$ cat config.mk
export PLATFORM = sky130hd
export DESIGN_NAME = routine_scheduler_flat
export DESIGN_NICKNAME = d
export VERILOG_FILES = /design/src/rtl/routine_scheduler_pkg.sv /design/src/rtl/routine_scheduler_if.sv /design/src/rtl/routine_scheduler_rr_next_enabled.sv /design/src/rtl/routine_scheduler.sv /design/src/flat_wrapper.sv
export SDC_FILE = /design/constraint.sdc
export NUM_CORES = 1
export LEC_CHECK = 0
export ABC_AREA = 0
export BUFFER_PORTS_ARGS = -buffer_cell sky130_fd_sc_hd__buf_4
export CAP_MARGIN = 0
export CORE_ASPECT_RATIO = 0.5
export CORE_MARGIN = 2
export CORE_UTILIZATION = 41
export CTS_CLUSTER_DIAMETER = 120
export DETAILED_ROUTE_END_ITERATION = 7
export GPL_TIMING_DRIVEN = 1
export PLACE_DENSITY = 0.75
export SLEW_MARGIN = 20
export SYNTH_ARGS = -nofsm -noshare
export SYNTH_HDL_FRONTEND = slang
export SYNTH_SLANG_ARGS = --single-unit
$ cat constraint.sdc
create_clock -name Clock -period 2.7 [get_ports Clock]
set_input_delay 0.54 -clock Clock [delete_from_list [all_inputs] [get_ports Clock]]
set_output_delay 0.54 -clock Clock [all_outputs]
set_load 0.005 [all_outputs]
$ cat src/rtl/routine_scheduler_pkg.sv
// rtl/routine_scheduler_pkg.sv - shared types and bus field layout for the routine scheduler
package routine_scheduler_pkg;

    localparam int NUM_RTN  = 4;
    localparam int RTN_W    = 2;
    localparam int BUS_W    = 47;
    localparam int DONE_BIT = 46;
    localparam int RED_HI   = 45;
    localparam int RED_LO   = 36;
    localparam int GRN_HI   = 35;
    localparam int GRN_LO   = 28;
    localparam int HEX_LO   = 0;
    localparam int HEX_W    = 7;
    localparam int RED_W    = RED_HI - RED_LO + 1;
    localparam int GRN_W    = GRN_HI - GRN_LO + 1;

    // Seven-segment digits are active-low, so all-ones is a dark digit.
    localparam logic [HEX_W-1:0] HEX_BLANK = 7'h7F;

    typedef enum logic [1:0] {
        ST_IDLE   = 2'd0,
        ST_LAUNCH = 2'd1,
        ST_RUN    = 2'd2,
        ST_BLANK  = 2'd3
    } state_t;

    function automatic logic [HEX_W-1:0] hex_digit(input logic [BUS_W-1:0] bus, input int n);
        return bus[HEX_LO + n*HEX_W +: HEX_W];
    endfunction

endpackage

$ cat src/rtl/routine_scheduler_if.sv
// rtl/routine_scheduler_if.sv - routine buses, control inputs and display/status outputs
interface routine_scheduler_if;
    import routine_scheduler_pkg::*;

    logic [BUS_W-1:0]   Bus0;
    logic [BUS_W-1:0]   Bus1;
    logic [BUS_W-1:0]   Bus2;
    logic [BUS_W-1:0]   Bus3;
    logic [NUM_RTN-1:0] Enable;
    logic               Mode;
    logic [RTN_W-1:0]   Select;
    logic               NextBtn;
    logic [NUM_RTN-1:0] RtnReset;
    logic [RTN_W-1:0]   ActiveRtn;
    logic               Running;
    logic [RED_W-1:0]   LedRed;
    logic [GRN_W-1:0]   LedGrn;
    logic [HEX_W-1:0]   Hex3;
    logic [HEX_W-1:0]   Hex2;
    logic [HEX_W-1:0]   Hex1;
    logic [HEX_W-1:0]   Hex0;

    modport master (
        output Bus0, Bus1, Bus2, Bus3, Enable, Mode, Select, NextBtn,
        input  RtnReset, ActiveRtn, Running, LedRed, LedGrn, Hex3, Hex2, Hex1, Hex0
    );

    modport slave (
        input  Bus0, Bus1, Bus2, Bus3, Enable, Mode, Select, NextBtn,
        output RtnReset, ActiveRtn, Running, LedRed, LedGrn, Hex3, Hex2, Hex1, Hex0
    );

endinterface

$ cat src/rtl/routine_scheduler_rr_next_enabled.sv
// rtl/routine_scheduler_rr_next_enabled.sv - round-robin search for the next enabled routine after cur
module rr_next_enabled
    import routine_scheduler_pkg::*;
(
    input  logic [RTN_W-1:0]   cur,
    input  logic [NUM_RTN-1:0] mask,
    output logic [RTN_W-1:0]   nxt
);

    logic [RTN_W-1:0] idx;

    // Scan farthest offset first so the nearest enabled index wins; offset 4
    // wraps back to cur, which relaunches a lone enabled routine.
    always_comb begin
        nxt = cur;
        idx = '0;
        for (int k = NUM_RTN; k >= 1; k--) begin
            idx = cur + RTN_W'(k);
            if (mask[idx]) begin
                nxt = idx;
            end
        end
    end

endmodule

$ cat src/rtl/routine_scheduler.sv
// rtl/routine_scheduler.sv - sequences four display routines with blanking, watchdog and manual override
module routine_scheduler
    import routine_scheduler_pkg::*;
#(
    parameter int BLANK_CYCLES = 2,
    parameter int WDOG_CYCLES  = 1024
) (
    input  logic               Clock,
    input  logic               Reset,
    routine_scheduler_if.slave sif
);

    localparam logic [15:0] WDOG_LAST  = 16'(WDOG_CYCLES - 1);
    localparam logic [7:0]  BLANK_LAST = 8'(BLANK_CYCLES - 1);

    state_t             state;
    state_t             state_nxt;
    logic [RTN_W-1:0]   active_rtn;
    logic [RTN_W-1:0]   target;
    logic [15:0]        wdog_cnt;
    logic [7:0]         blank_cnt;
    logic               nextbtn_q;
    logic [BUS_W-1:0]   bus_sel;
    logic [RTN_W-1:0]   rr_from_active;
    logic [RTN_W-1:0]   rr_lowest;
    logic [NUM_RTN-1:0] rtn_reset;
    logic               running;
    logic [RED_W-1:0]   led_red;
    logic [GRN_W-1:0]   led_grn;
    logic [HEX_W-1:0]   hex3, hex2, hex1, hex0;
    logic               ev_dis, ev_sel, ev_btn, ev_done, ev_wdog, run_exit, blank_last;

    rr_next_enabled u_rr_active (.cur(active_rtn), .mask(sif.Enable), .nxt(rr_from_active));

    // Searching onward from index 3 yields the lowest enabled index.
    rr_next_enabled u_rr_lowest (.cur(2'd3), .mask(sif.Enable), .nxt(rr_lowest));

    always_comb begin
        case (active_rtn)
            2'd0:    bus_sel = sif.Bus0;
            2'd1:    bus_sel = sif.Bus1;
            2'd2:    bus_sel = sif.Bus2;
            default: bus_sel = sif.Bus3;
        endcase
    end

    // wdog_cnt is zero only in the first RUN cycle, where done may be stale.
    assign ev_dis     = !sif.Enable[active_rtn];
    assign ev_sel     = sif.Mode && (sif.Select != active_rtn) && sif.Enable[sif.Select];
    assign ev_btn     = sif.NextBtn && !nextbtn_q;
    assign ev_done    = !sif.Mode && (wdog_cnt != 16'd0) && bus_sel[DONE_BIT];
    assign ev_wdog    = (wdog_cnt == WDOG_LAST);
    assign run_exit   = ev_dis || ev_sel || ev_btn || ev_done || ev_wdog;
    assign blank_last = (blank_cnt == BLANK_LAST);

    always_ff @(posedge Clock) begin
        if (Reset) begin
            state <= ST_IDLE;
        end else begin
            state <= state_nxt;
        end
    end

    always_comb begin
        state_nxt = state;
        case (state)
            ST_IDLE:   if (|sif.Enable) state_nxt = ST_LAUNCH;
            ST_LAUNCH: state_nxt = ST_RUN;
            ST_RUN:    if (run_exit) state_nxt = ST_BLANK;
            ST_BLANK:  if (blank_last) state_nxt = (|sif.Enable) ? ST_LAUNCH : ST_IDLE;
            default:   state_nxt = ST_IDLE;
        endcase
    end

    always_comb begin
        rtn_reset = '1;
        running   = 1'b0;
        if (state == ST_RUN) begin
            rtn_reset = ~(4'b0001 << active_rtn);
            running   = 1'b1;
        end
    end

    always_ff @(posedge Clock) begin
        if (Reset) begin
            active_rtn <= '0;
            target     <= '0;
            wdog_cnt   <= '0;
            blank_cnt  <= '0;
            nextbtn_q  <= 1'b0;
            led_red    <= '0;
            led_grn    <= '0;
            hex3       <= HEX_BLANK;
            hex2       <= HEX_BLANK;
            hex1       <= HEX_BLANK;
            hex0       <= HEX_BLANK;
        end else begin
            nextbtn_q <= sif.NextBtn;
            case (state)
                ST_IDLE: target <= rr_lowest;
                ST_LAUNCH: begin
                    active_rtn <= target;
                    wdog_cnt   <= '0;
                end
                ST_RUN: begin
                    wdog_cnt  <= wdog_cnt + 16'd1;
                    blank_cnt <= '0;
                    // A disable outranks a manual Select, so it falls back to round-robin.
                    if (run_exit) begin
                        target <= (!ev_dis && ev_sel) ? sif.Select : rr_from_active;
                    end
                end
                default: blank_cnt <= blank_cnt + 8'd1;
            endcase

            // Load only while staying in RUN so the first BLANK cycle is already dark.
            if (state == ST_RUN && state_nxt == ST_RUN) begin
                led_red <= bus_sel[RED_HI:RED_LO];
                led_grn <= bus_sel[GRN_HI:GRN_LO];
                hex3    <= hex_digit(bus_sel, 3);
                hex2    <= hex_digit(bus_sel, 2);
                hex1    <= hex_digit(bus_sel, 1);
                hex0    <= hex_digit(bus_sel, 0);
            end else begin
                led_red <= '0;
                led_grn <= '0;
                hex3    <= HEX_BLANK;
                hex2    <= HEX_BLANK;
                hex1    <= HEX_BLANK;
                hex0    <= HEX_BLANK;
            end
        end
    end

    assign sif.RtnReset  = rtn_reset;
    assign sif.ActiveRtn = active_rtn;
    assign sif.Running   = running;
    assign sif.LedRed    = led_red;
    assign sif.LedGrn    = led_grn;
    assign sif.Hex3      = hex3;
    assign sif.Hex2      = hex2;
    assign sif.Hex1      = hex1;
    assign sif.Hex0      = hex0;

endmodule

$ cat src/flat_wrapper.sv
// flat-port wrapper written by rule: the top's interface ports become plain ports
module routine_scheduler_flat import routine_scheduler_pkg::*;
#(
    parameter int BLANK_CYCLES = 2,
    parameter int WDOG_CYCLES  = 1024
)
  (Clock, Reset, sif_Bus0, sif_Bus1, sif_Bus2, sif_Bus3, sif_Enable, sif_Mode, sif_Select, sif_NextBtn, sif_RtnReset, sif_ActiveRtn, sif_Running, sif_LedRed, sif_LedGrn, sif_Hex3, sif_Hex2, sif_Hex1, sif_Hex0);
  routine_scheduler_if sif_i ();
  input  logic Clock;
  input  logic Reset;
  input wire logic [$bits(sif_i.Bus0)-1:0] sif_Bus0;
  input wire logic [$bits(sif_i.Bus1)-1:0] sif_Bus1;
  input wire logic [$bits(sif_i.Bus2)-1:0] sif_Bus2;
  input wire logic [$bits(sif_i.Bus3)-1:0] sif_Bus3;
  input wire logic [$bits(sif_i.Enable)-1:0] sif_Enable;
  input wire logic [$bits(sif_i.Mode)-1:0] sif_Mode;
  input wire logic [$bits(sif_i.Select)-1:0] sif_Select;
  input wire logic [$bits(sif_i.NextBtn)-1:0] sif_NextBtn;
  output wire logic [$bits(sif_i.RtnReset)-1:0] sif_RtnReset;
  output wire logic [$bits(sif_i.ActiveRtn)-1:0] sif_ActiveRtn;
  output wire logic [$bits(sif_i.Running)-1:0] sif_Running;
  output wire logic [$bits(sif_i.LedRed)-1:0] sif_LedRed;
  output wire logic [$bits(sif_i.LedGrn)-1:0] sif_LedGrn;
  output wire logic [$bits(sif_i.Hex3)-1:0] sif_Hex3;
  output wire logic [$bits(sif_i.Hex2)-1:0] sif_Hex2;
  output wire logic [$bits(sif_i.Hex1)-1:0] sif_Hex1;
  output wire logic [$bits(sif_i.Hex0)-1:0] sif_Hex0;
  assign sif_i.Bus0 = sif_Bus0;
  assign sif_i.Bus1 = sif_Bus1;
  assign sif_i.Bus2 = sif_Bus2;
  assign sif_i.Bus3 = sif_Bus3;
  assign sif_i.Enable = sif_Enable;
  assign sif_i.Mode = sif_Mode;
  assign sif_i.Select = sif_Select;
  assign sif_i.NextBtn = sif_NextBtn;
  assign sif_RtnReset = sif_i.RtnReset;
  assign sif_ActiveRtn = sif_i.ActiveRtn;
  assign sif_Running = sif_i.Running;
  assign sif_LedRed = sif_i.LedRed;
  assign sif_LedGrn = sif_i.LedGrn;
  assign sif_Hex3 = sif_i.Hex3;
  assign sif_Hex2 = sif_i.Hex2;
  assign sif_Hex1 = sif_i.Hex1;
  assign sif_Hex0 = sif_i.Hex0;
  routine_scheduler #(.BLANK_CYCLES(BLANK_CYCLES), .WDOG_CYCLES(WDOG_CYCLES)) u_core (.Clock(Clock), .Reset(Reset), .sif(sif_i));
endmodule
==> results by group, run 1 <==
Status
  – Status: complete, but fails checks
  – Failing checks: design-rule violations

Layout
  – Fillers: 892
  – Util after Layout: 64.3%
  – Area of the multi-input gates: 0.00259 mm^2
  – # diodes: 0
  – Post-Layout Inst Area: 0.00665 mm^2
  – Register Area: 0.00154 mm^2
  – Area Overhead vs Synth: 50.7%
  – Post-layout nets: 941
  – Fin cells: 874
  – Share of cells above drive strength 1: 44.0%

STA
  – Max-Slew Margin vs Limit: 49.9%
  – Post-route setup slack: 294 ps
  – Fin crit period: 2410 ps
  – Max Freq: 416 MHz
  – RSZ-0062 raised after global routing: false
  – Worst slew pin tran: 751 ps
  – Final Hold Viols: 0
  – Final Cycle Share: 89.1%
  – Skew final: 5.92 ps
  – Max Slew Vio Count: 0
  – # setup viols final: 0
  – Final TNS setup: 0 ps

Hold path
  – WHS Path Cells: 2
  – Hold Path Origin: sif_NextBtn
  – Worst Hold End: u_core.nextbtn_q$_SDFF_PP0_
  – Worst min-delay path category: in -> reg

Drt
  – Vias: 4824
  – WL/cell: 16.5 um
  – Pre-Repair DR Iteration Count: 8
  – Initial drt markers: 419
  – Via-to-Cell Ratio: 5.52
  – Final ANT Viol Nets: 0
  – Drt drc: 21
  – Routed WL: 14400 um

Global route
  – Initial antenna violation count: 0
  – Number of global-route vias before repair: 4516
  – GRT Util Overall: 23.8%
  – First-pass GRT wire length: 22000 um
  – GR Overflow Total: 0
  – Largest net degree at the start of global routing: 57

Setup path
  – Worst R2R Setup Slack: 370 ps
  – Crit Reg-Reg Startpoint: u_core.sif.ActiveRtn[1]$_SDFFE_PP0P_
  – CP Max Fanout: 47
  – Critical Path Sink Type: output pin
  – Crit path launch type: register
  – Worst R2R Path Depth: 7
  – Crit path DAT: 1870 ps
  – Reg2reg end: u_core.sif.LedGrn[5]$_SDFF_PP0_
  – Req. time, crit path: 2160 ps
  – WS Path Type: reg -> out

Power and ir drop
  – VDD IR max: 0.440 mV
  – Power density over the cells: 573 mW/mm^2
  – Leakage: 0.00296 uW

Job
  – Max-cap viol count: 0

Logic synthesis
  – #FFs+latches synth: 77
  – Yosys cell types: 54
  – Synthesized instance count: 502
  – Seq/Total Area, Yosys: 34.9%
  – Main combinational cell family by area after synthesis: compound AO/OA/AOI/OAI gates
  – Synth top cells by count: dfxtp_1, nor2_1, a222oi_1
  – Syn nets: 713
  – Synth top area cells: dfxtp_1, a222oi_1, nand3_2
  – Primary FF master, synth: dfxtp_1
  – Post-Syn Area: 0.00441 mm^2
  – Number of flops mapped to enable cells by yosys: 0
  – Simple-gate share of the synthesized area: 23.8%
  – Post-synthesis xor/xnor area fraction: 3.57%
  – Synth top area share: 34.9%
  – Mux cell area share after synthesis: 3.15%
  – Ys Warns: 0
  – Most frequent cell after synthesis: dfxtp_1
  – Adder and majority gate portion of the synthesized area: 3.69%
  – Synthesized area per cell: 8.79 um^2
  – Compound-Gate Fraction of Synth Area: 24.3%
  – Post-synth top area cell: dfxtp_1
  – Async SR Flop Fraction: 0%

Clocking
  – Clk buf depth: 2
  – Post CTS Setup Buffer Count: 0
  – TritonCTS Buffers: 9
  – Worst-path clk slew: 60 ps
  – CTS sink cnt: 77
  – CTS H-tree depth: 3
  – Clock latency on the worst-skew pair: 330 ps
  – Post-CTS Resized: 0
  – Clock root cell: clkbuf_16
  – CTS tree: yes
  – Post-CTS Hold Fix Bufs: 0

Placement
  – Dpl ws: 409 ps
  – Final Wtd Congestion: 0.878
  – # port buffers: 250
  – Post-Place Cells: 859
  – Placed inst area: 0.00633 mm^2
  – HPWL after DPL: 11100 um

Floorplanning
  – Die Width: 151 um
  – Site Rows: 26
  – I/O Pins: 251
  – Core region area: 0.0103 mm^2
  – Die Footprint: 0.0117 mm^2
  – Starting density of the core: 42.6%
  – Die Span Y: 77.4 um
## layout by cell type, fill, tap and decap left out, types with 3 or more instances in the layout
cell type  count
nor3_1        13
or3_1          5
dfxtp_1       77
nor3_2        10
and4_1         3
o21ai_0       38
clkbuf_16      9
mux2i_1        6
a21o_1         5
nand3_2       20
mux2_2         3
inv_1         12
a222oi_1      46
xnor2_1        7
nand4_1        8
ha_2           3
xor2_1        11
buf_4        261
nand2_1       44
ha_1          10
a21oi_1       27
nor2_1        52
nand3_1       15
and3_1         4
## cells by family after synthesis
family / after synthesis
buffers and inverters: 57
AO/OA/AOI/OAI: 141
XOR/XNOR: 18
adder cells (fa/ha/maj): 13
multiplexers: 11
AND/OR/NAND/NOR: 185
flip-flops: 77
## where the power goes
part,internal (uW),switching (uW),leakage (uW)
Sequential,1180,54.1,0.000623
Combinational,590,716,0.00219
Clock,827,438,0.000152
## worst max path at each step
stage	slack (ps)	from	to
3_3_place_gp	470	u_core.sif.ActiveRtn[1]$_SDFFE_PP0P_	u_core.sif.LedRed[2]$_SDFF_PP0_
3_5_place_dp	410	u_core.sif.ActiveRtn[1]$_SDFFE_PP0P_	u_core.sif.LedGrn[5]$_SDFF_PP0_
6_report	290	u_core.sif.ActiveRtn[1]$_SDFFE_PP0P_	sif_RtnReset[1]
2_1_floorplan	590	u_core.sif.ActiveRtn[1]$_SDFFE_PP0P_	u_core.sif.Hex0[0]$_SDFF_PP1_
4_1_cts	330	u_core.sif.ActiveRtn[1]$_SDFFE_PP0P_	sif_RtnReset[1]
5_1_grt	170	u_core.sif.ActiveRtn[1]$_SDFFE_PP0P_	sif_RtnReset[1]
## area by class of cell
class / count / share of cell area (%)
clock buffer: 11 / 3.65
clock inverter: 4 / 1.09
timing repair buffer: 262 / 29.8
sequential: 77 / 23.2
tap: 140 / 2.63
inverter: 12 / 0.677
multi-input combinational: 368 / 39.0
## flip-flops by register name, indices dropped and copies added, names as in the netlist, 7 cells and up
| signal | count |
|---|---|
| u_core.wdog_cnt | 16 |
| u_core.sif.LedRed | 10 |
| u_core.blank_cnt | 8 |
| u_core.sif.LedGrn | 8 |
| u_core.sif.Hex0 | 7 |
| u_core.sif.Hex1 | 7 |
| u_core.sif.Hex2 | 7 |
| u_core.sif.Hex3 | 7 |
## stage by stage
stage	power, uW	hold WS (ps)
2_1_floorplan	2110	475
3_3_place_gp	2530	497
3_5_place_dp	2560	511
4_1_cts	3830	433
5_1_grt	4020	434
6_report	3810	437
## routing by layer
layer	global-route usage, %	wire length (um)	up-vias
met5	0	0	-
met4	5.98	218	0
met3	5.47	1000	18
met2	41.8	7210	181
met1	29.5	5960	2268
li1	-	-	2357
## worst max-delay path, cell delays in order (launching register included)
cell,delay [ps]
dfxtp_1,620
inv_1,160
ha_2,210
buf_4,280
nand2_1,130
buf_4,110
Note: power is estimated with default switching activity, not from simulation.
==> run 2, diff against run 1 <==
--- a/config.mk
+++ b/config.mk
@@ -9,12 +9,12 @@
 export BUFFER_PORTS_ARGS = -buffer_cell sky130_fd_sc_hd__buf_4
 export CAP_MARGIN = 0
 export CORE_ASPECT_RATIO = 0.5
-export CORE_MARGIN = 2
-export CORE_UTILIZATION = 41
+export CORE_MARGIN = 4
+export CORE_UTILIZATION = 45
 export CTS_CLUSTER_DIAMETER = 120
 export DETAILED_ROUTE_END_ITERATION = 7
 export GPL_TIMING_DRIVEN = 1
-export PLACE_DENSITY = 0.75
+export PLACE_DENSITY = 0.82
 export SLEW_MARGIN = 20
 export SYNTH_ARGS = -nofsm -noshare
 export SYNTH_HDL_FRONTEND = slang
==> run 2 against run 1 <==
The run now ends clean. Utilization is 5.6 points higher. Sequential cell count unchanged. Via count is 1.5% higher. Maximum frequency increased by 3.5%. Die area fell by 0.93%. Register-to-register slack better by 80 ps. Critical path depth did not move. Largest power group unchanged.
==> results by group, run 2 (synthesized netlist as in run 1, its figures left out) <==
Setup path
  – WS Path Type: reg -> out
  – Delay-heaviest family, CP: buffers and inverters
  – CP Max Fanout: 47 (unchanged)
  – Worst Path Buf+Inv: 3 (unchanged)
  – Crit path DAT: 1790 ps (-80 ps)
  – Critical Path Max Stage Delay: 410 ps (-210 ps)
  – Crit path launch type: register
  – Req. time, crit path: 2160 ps (about the same)
  – Crit Reg-Reg Startpoint: u_core.sif.ActiveRtn[1]$_SDFFE_PP0P_
  – Crit path cell chain: inv_1, ha_2, buf_4, nand2_1, buf_4
  – Critical Path Sink Type: output pin
  – Crit path launch: u_core.sif.ActiveRtn[1]$_SDFFE_PP0P_
  – Slowest CP cell: buf_4
  – Cell mode on critical path: buf_4

STA
  – Final Hold Viols: 0 (unchanged)
  – Fin crit period: 2330 ps (-80.6 ps)
  – Final TNS setup: 0 ps (unchanged)
  – Max Freq: 430 MHz (+3.5%)
  – Worst slew pin tran: 804 ps (+53.0 ps)
  – # setup viols final: 0 (unchanged)
  – RSZ-0062 raised after global routing: false
  – Skew final: 9.64 ps (+3.71 ps)
  – Final Cycle Share: 86.1% (-3.0 points)
  – Max-Slew Margin vs Limit: 46.4% (-3.5 points)
  – Max Slew Vio Count: 0 (unchanged)

Drt
  – WL/cell: 17.6 um (+6.6%)
  – Via-to-Cell Ratio: 5.64 (+2.1%)
  – Final ANT Viol Nets: 0 (unchanged)
  – Vias: 4897 (+1.5%)
  – Initial drt markers: 483 (+15%)
  – Routed WL: 15300 um (+6.0%)
  – Pre-Repair DR Iteration Count: 8 (unchanged)
  – Drt drc: 0 (-100%)

Floorplanning
  – I/O Pins: 251 (unchanged)
  – Core region area: 0.00951 mm^2 (-8.1%)
  – Die Width: 148 um (-1.8%)
  – Die Span Y: 78.0 um (+0.86%)
  – Starting density of the core: 46.4% (+3.7 points)
  – Die Footprint: 0.0115 mm^2 (-0.93%)
  – Site Rows: 25 (-3.8%)

Layout
  – # diodes: 0 (unchanged)
  – Largest register FFs: 16 (unchanged)
  – Post-layout nets: 940 (-0.11%)
  – Most frequent cells in the layout: buf_4, dfxtp_1, nor2_1, a222oi_1, nand2_1
  – Share of cells above drive strength 1: 44.0% (unchanged)
  – Most flops, register: u_core.wdog_cnt
  – Util after Layout: 69.9% (+5.6 points)
  – Commonest non-fill, non-tap cell in the layout: buf_4
  – Area Overhead vs Synth: 50.7% (about the same)

Clocking
  – Clock latency on the worst-skew pair: 340 ps (about the same)
  – Clk buf depth: 2 (unchanged)
  – Post CTS Setup Buffer Count: 0 (unchanged)
  – CTS sink cnt: 77 (unchanged)
  – Post-CTS Hold Fix Bufs: 0 (unchanged)
  – Clock root cell: clkbuf_16
  – Worst-path clk slew: 60 ps (about the same)
  – CTS tree: yes
  – CTS H-tree depth: 3 (unchanged)
  – TritonCTS Buffers: 9 (unchanged)
  – Post-CTS Resized: 0 (unchanged)

Placement
  – Final Wtd Congestion: 0.915 (+4.3%)
  – HPWL after DPL: 11500 um (+3.6%)
  – # port buffers: 250 (unchanged)

Hold path
  – Worst min-delay path category: in -> reg
  – Hold Path Origin: sif_Bus3[13]

Power and ir drop
  – Clock power frac: 33.8% (+0.6 points)
  – Comb power frac: 34.0% (-0.3 points)
  – Switching Share: 32.0% (+0.32 points)
  – Seq pwr share: 32.1% (-0.4 points)
  – Internal power: 2610 uW (+0.48%)
  – Power density over the cells: 578 mW/mm^2 (+0.99%)
  – P_sw: 1230 uW (+2.0%)
  – Leakage: 0.00296 uW (-0.11%)
  – VDD IR max: 0.397 mV (-9.7%)

Job
  – Max-cap viol count: 0 (unchanged)

Global route
  – First-pass GRT wire length: 23100 um (+4.8%)
  – Largest net degree at the start of global routing: 57 (unchanged)
  – Initial antenna violation count: 0 (unchanged)
  – Number of global-route vias before repair: 4666 (+3.3%)
  – GR Overflow Total: 0 (unchanged)
  – GRT Util Overall: 24.6% (+0.86 points)

Status
  – Status: finished, final reports clean
-- run 2: cell types whose count changed in the layout (fill, tap and decap cells not counted), sizes merged --
cell | previous run | this run
buf | 262 | 261
clkinvlp | 1 | 2
-- run 2: path summary, 6_finish.rpt --
path | end | slack [ps] | cells past startpoint
setup / recovery | sif_RtnReset[0] | 370 | 5
setup reg to reg | u_core.sif.LedGrn[3]$_SDFF_PP0_ | 450 | 7
hold reg to reg | u_core.wdog_cnt[5]$_SDFFE_PP0P_ | 520 | 2
hold / removal | u_core.sif.Hex1[6]$_SDFF_PP1_ | 440 | 3
-- run 2: power by group through the flow --
stage                     logic, uW  clock network, uW  registers (uW)
after floorplan                 863                  0            1250
after global placement         1270                  0            1250
after detailed placement       1290                  0            1250
after CTS                      1300               1320            1230
after global routing           1430               1380            1240
final                          1310               1300            1240
-- run 2: per-stage QoR --
| step | instance area (um^2) | hold slack (ps) | cells | setup slack (ps) | power [uW] |
|---|---|---|---|---|---|
| 4_1_cts | 6650 | 429 | 869 | 390 | 3860 |
| 3_5_place_dp | 6320 | 511 | 853 | 448 | 2550 |
| 3_3_place_gp | 6320 | 497 | 853 | 480 | 2520 |
| 2_1_floorplan | 4410 | 475 | 502 | 590 | 2110 |
| 5_1_grt | 6650 | 443 | 869 | 197 | 4050 |
| 6_report | 6650 | 440 | 869 | 375 | 3850 |
-- run 2: worst register-to-register path: cells and delay by family (launching register included) --
kind / cells / cell delay, ps
and+or+nand+nor: 1 / 140
DFF: 1 / 360
AOI/OAI and AO/OA: 4 / 1280
buffers and inverters: 1 / 140
adders and majority gates: 1 / 190
-- run 2: final cells by class --
class	count	area (um^2)
Clock buffer	11	243
Clock inverter	5	83.8
Fill cell	792	2860
Inverter	12	45.0
Multi-Input combinational cell	368	2590
Sequential cell	77	1540
Tap cell	135	169
Timing Repair Buffer	261	1970
-- run 2: layer usage --
layer / GRT usage (%) / vias up / wire length, um
met5: 0 / - / 0
met4: 7.47 / 0 / 290
met3: 5.71 / 27 / 990
met2: 44.8 / 199 / 7780
met1: 29.1 / 2316 / 6200
li1: - / 2355 / -
==> run 3, diff against run 2 <==
--- a/config.mk
+++ b/config.mk
@@ -6,15 +6,15 @@
 export NUM_CORES = 1
 export LEC_CHECK = 0
 export ABC_AREA = 0
-export BUFFER_PORTS_ARGS = -buffer_cell sky130_fd_sc_hd__buf_4
 export CAP_MARGIN = 0
 export CORE_ASPECT_RATIO = 0.5
 export CORE_MARGIN = 4
-export CORE_UTILIZATION = 45
+export CORE_UTILIZATION = 64
 export CTS_CLUSTER_DIAMETER = 120
 export DETAILED_ROUTE_END_ITERATION = 7
+export DONT_BUFFER_PORTS = 1
 export GPL_TIMING_DRIVEN = 1
-export PLACE_DENSITY = 0.82
+export PLACE_DENSITY = 0.8
 export SLEW_MARGIN = 20
 export SYNTH_ARGS = -nofsm -noshare
 export SYNTH_HDL_FRONTEND = slang
==> run 3 against run 2 <==
Highest routed layer unchanged. Via count is 18% lower. Wire length down 18%. The run now ends with design-rule violations left. Setup slack improved by 120 ps. First-iteration DRC count rose by 28%. Critical path depth is 3 higher. Sequential power hardly changed. Largest cell class unchanged.
==> results by group, run 3 (synthesized netlist as in run 1, its figures left out) <==
Layout
  – Share of cells above drive strength 1: 14.9% (-29 points)
  – Fillers: 545 (-31%)
  – Most frequent cells in the layout: dfxtp_1, nor2_1, a222oi_1, nand2_1, o21ai_0
  – Area of the multi-input gates: 0.00259 mm^2 (-0.19%)
  – Commonest non-fill, non-tap cell in the layout: dfxtp_1
  – Post-layout nets: 692 (-26%)
  – Area Overhead vs Synth: 6.01%
  – Util after Layout: 70.1% (+0.17 points)
  – Fin cells: 576 (-34%)
  – Most flops, register: u_core.wdog_cnt
  – Largest register FFs: 16 (unchanged)
  – Register Area: 0.00154 mm^2 (unchanged)
  – # diodes: 0 (unchanged)

STA
  – Final Hold Viols: 0 (unchanged)
  – Final TNS setup: 0 ps (unchanged)
  – Fin crit period: 2210 ps (-119 ps)
  – Post-route setup slack: 494 ps (+119 ps)
  – Max Freq: 453 MHz (+5.4%)
  – RSZ-0062 raised after global routing: false
  – # setup viols final: 0 (unchanged)
  – Max-Slew Margin vs Limit: 56.1% (+9.7 points)
  – Worst slew pin tran: 650 ps (-154 ps)
  – Final Cycle Share: 81.7% (-4.4 points)
  – Skew final: 7.70 ps (-1.94 ps)
  – Max Slew Vio Count: 0 (unchanged)

Global route
  – First-pass GRT wire length: 18100 um (-22%)
  – Initial antenna violation count: 0 (unchanged)
  – Largest net degree at the start of global routing: 57 (unchanged)
  – GRT Util Overall: 27.6% (+3.0 points)
  – GR Overflow Total: 0 (unchanged)
  – Number of global-route vias before repair: 3383 (-27%)

Drt
  – Vias: 4004 (-18%)
  – WL/cell: 21.8 um (+24%)
  – Via-to-Cell Ratio: 6.95 (+23%)
  – Pre-Repair DR Iteration Count: 8 (unchanged)
  – Initial drt markers: 619 (+28%)
  – Final ANT Viol Nets: 0 (unchanged)
  – Routed WL: 12600 um (-18%)
  – Drt drc: 32 (+32)

Power and ir drop
  – Power density over the cells: 732 mW/mm^2 (+27%)
  – VDD IR max: 0.437 mV (+10%)
  – Leakage: 0.00176 uW (-41%)

Setup path
  – Critical Path Sink Type: register
  – Delay-heaviest family, CP: compound AO/OA/AOI/OAI gates
  – Req. time, crit path: 2920 ps (+760 ps)
  – CP Max Fanout: 10 (-79%)
  – Slowest CP cell: a221oi_1
  – Crit path DAT: 2420 ps (+630 ps)
  – WS Path Type: reg -> reg
  – Cell mode on critical path: buf_4
  – Critical Path Max Stage Delay: 480 ps (+70 ps)
  – Crit path cell chain: buf_4, ha_1, a21oi_1, a221oi_1, a21oi_4, a31oi_4, buf_4, nor3_1
  – Crit path launch type: register
  – Worst Path Buf+Inv: 2 (-1)

Floorplanning
  – I/O Pins: 251 (unchanged)
  – Core region area: 0.00667 mm^2 (-30%)
  – Die Span Y: 66.7 um (-14%)
  – Starting density of the core: 66.1% (+20 points)
  – Die Width: 125 um (-15%)
  – Die Footprint: 0.00837 mm^2 (-28%)
  – Site Rows: 21 (-16%)

Clocking
  – Clk buf depth: 2 (unchanged)
  – CTS tree: yes
  – Post-CTS Hold Fix Bufs: 0 (unchanged)
  – Worst-path clk slew: 60 ps (about the same)
  – CTS sink cnt: 77 (unchanged)
  – Clock latency on the worst-skew pair: 330 ps (about the same)
  – TritonCTS Buffers: 9 (unchanged)
  – Clock root cell: clkbuf_16
  – CTS H-tree depth: 3 (unchanged)
  – Post-CTS Resized: 0 (unchanged)
  – Post CTS Setup Buffer Count: 0 (unchanged)

Hold path
  – Worst min-delay path category: in -> reg

Placement
  – Final Wtd Congestion: 0.828 (-9.5%)
  – Post-Place Cells: 562 (-34%)
  – Dpl ws: 488 ps (+40.0 ps)
  – # port buffers: 0 (-100%)
  – HPWL after DPL: 9390 um (-18%)

Job
  – Max-cap viol count: 0 (unchanged)

Status
  – Status: complete, but fails checks
  – Failing checks: design-rule violations
-- run 3: metal layers --
layer  track usage (%)  vias to the layer above  wire length (um)
li1                  -                     1857                 -
met1              36.0                     1936              5430
met2              45.6                      189              6050
met3              8.41                       22               905
met4              6.49                        0               181
met5                 0                        -                 0
-- run 3: layout make-up --
type                       count  share of cell area [%]
multi-input combinational    368                    55.4
inverter                      12                   0.963
tap                           92                    2.46
sequential                    77                    33.0
timing repair buffer          13                    2.09
clock buffer                  10                    5.11
clock inverter                 4                    1.07
-- run 3: metrics by stage --
stage	cell area, um^2	total power (uW)	hold WS (ps)
2_1_floorplan	4410	2110	475
3_3_place_gp	4390	2240	484
3_5_place_dp	4390	2270	495
4_1_cts	4680	3440	264
5_1_grt	4680	3610	262
6_report	4680	3420	282
-- run 3: worst paths after layout --
kind | startpoint | to | slack (ps) | depth (start not counted)
max | u_core.sif.ActiveRtn[1]$_SDFFE_PP0P_ | u_core.sif.LedRed[1]$_SDFF_PP0_ | 490 | 8
min | Reset | u_core.nextbtn_q$_SDFF_PP0_ | 280 | 1
min reg2reg | u_core.blank_cnt[1]$_SDFFE_PP0N_ | u_core.blank_cnt[1]$_SDFFE_PP0N_ | 510 | 2
max reg2reg | u_core.sif.ActiveRtn[1]$_SDFFE_PP0P_ | u_core.sif.LedRed[1]$_SDFF_PP0_ | 490 | 8
-- run 3: power breakdown --
group	leakage, uW	internal [uW]	total [uW]	switching [uW]
registers	0.000623	1180	1230	50.5
logic	0.000999	391	1020	625
clock network	0.000136	728	1170	444
total	0.00176	2300	3420	1120
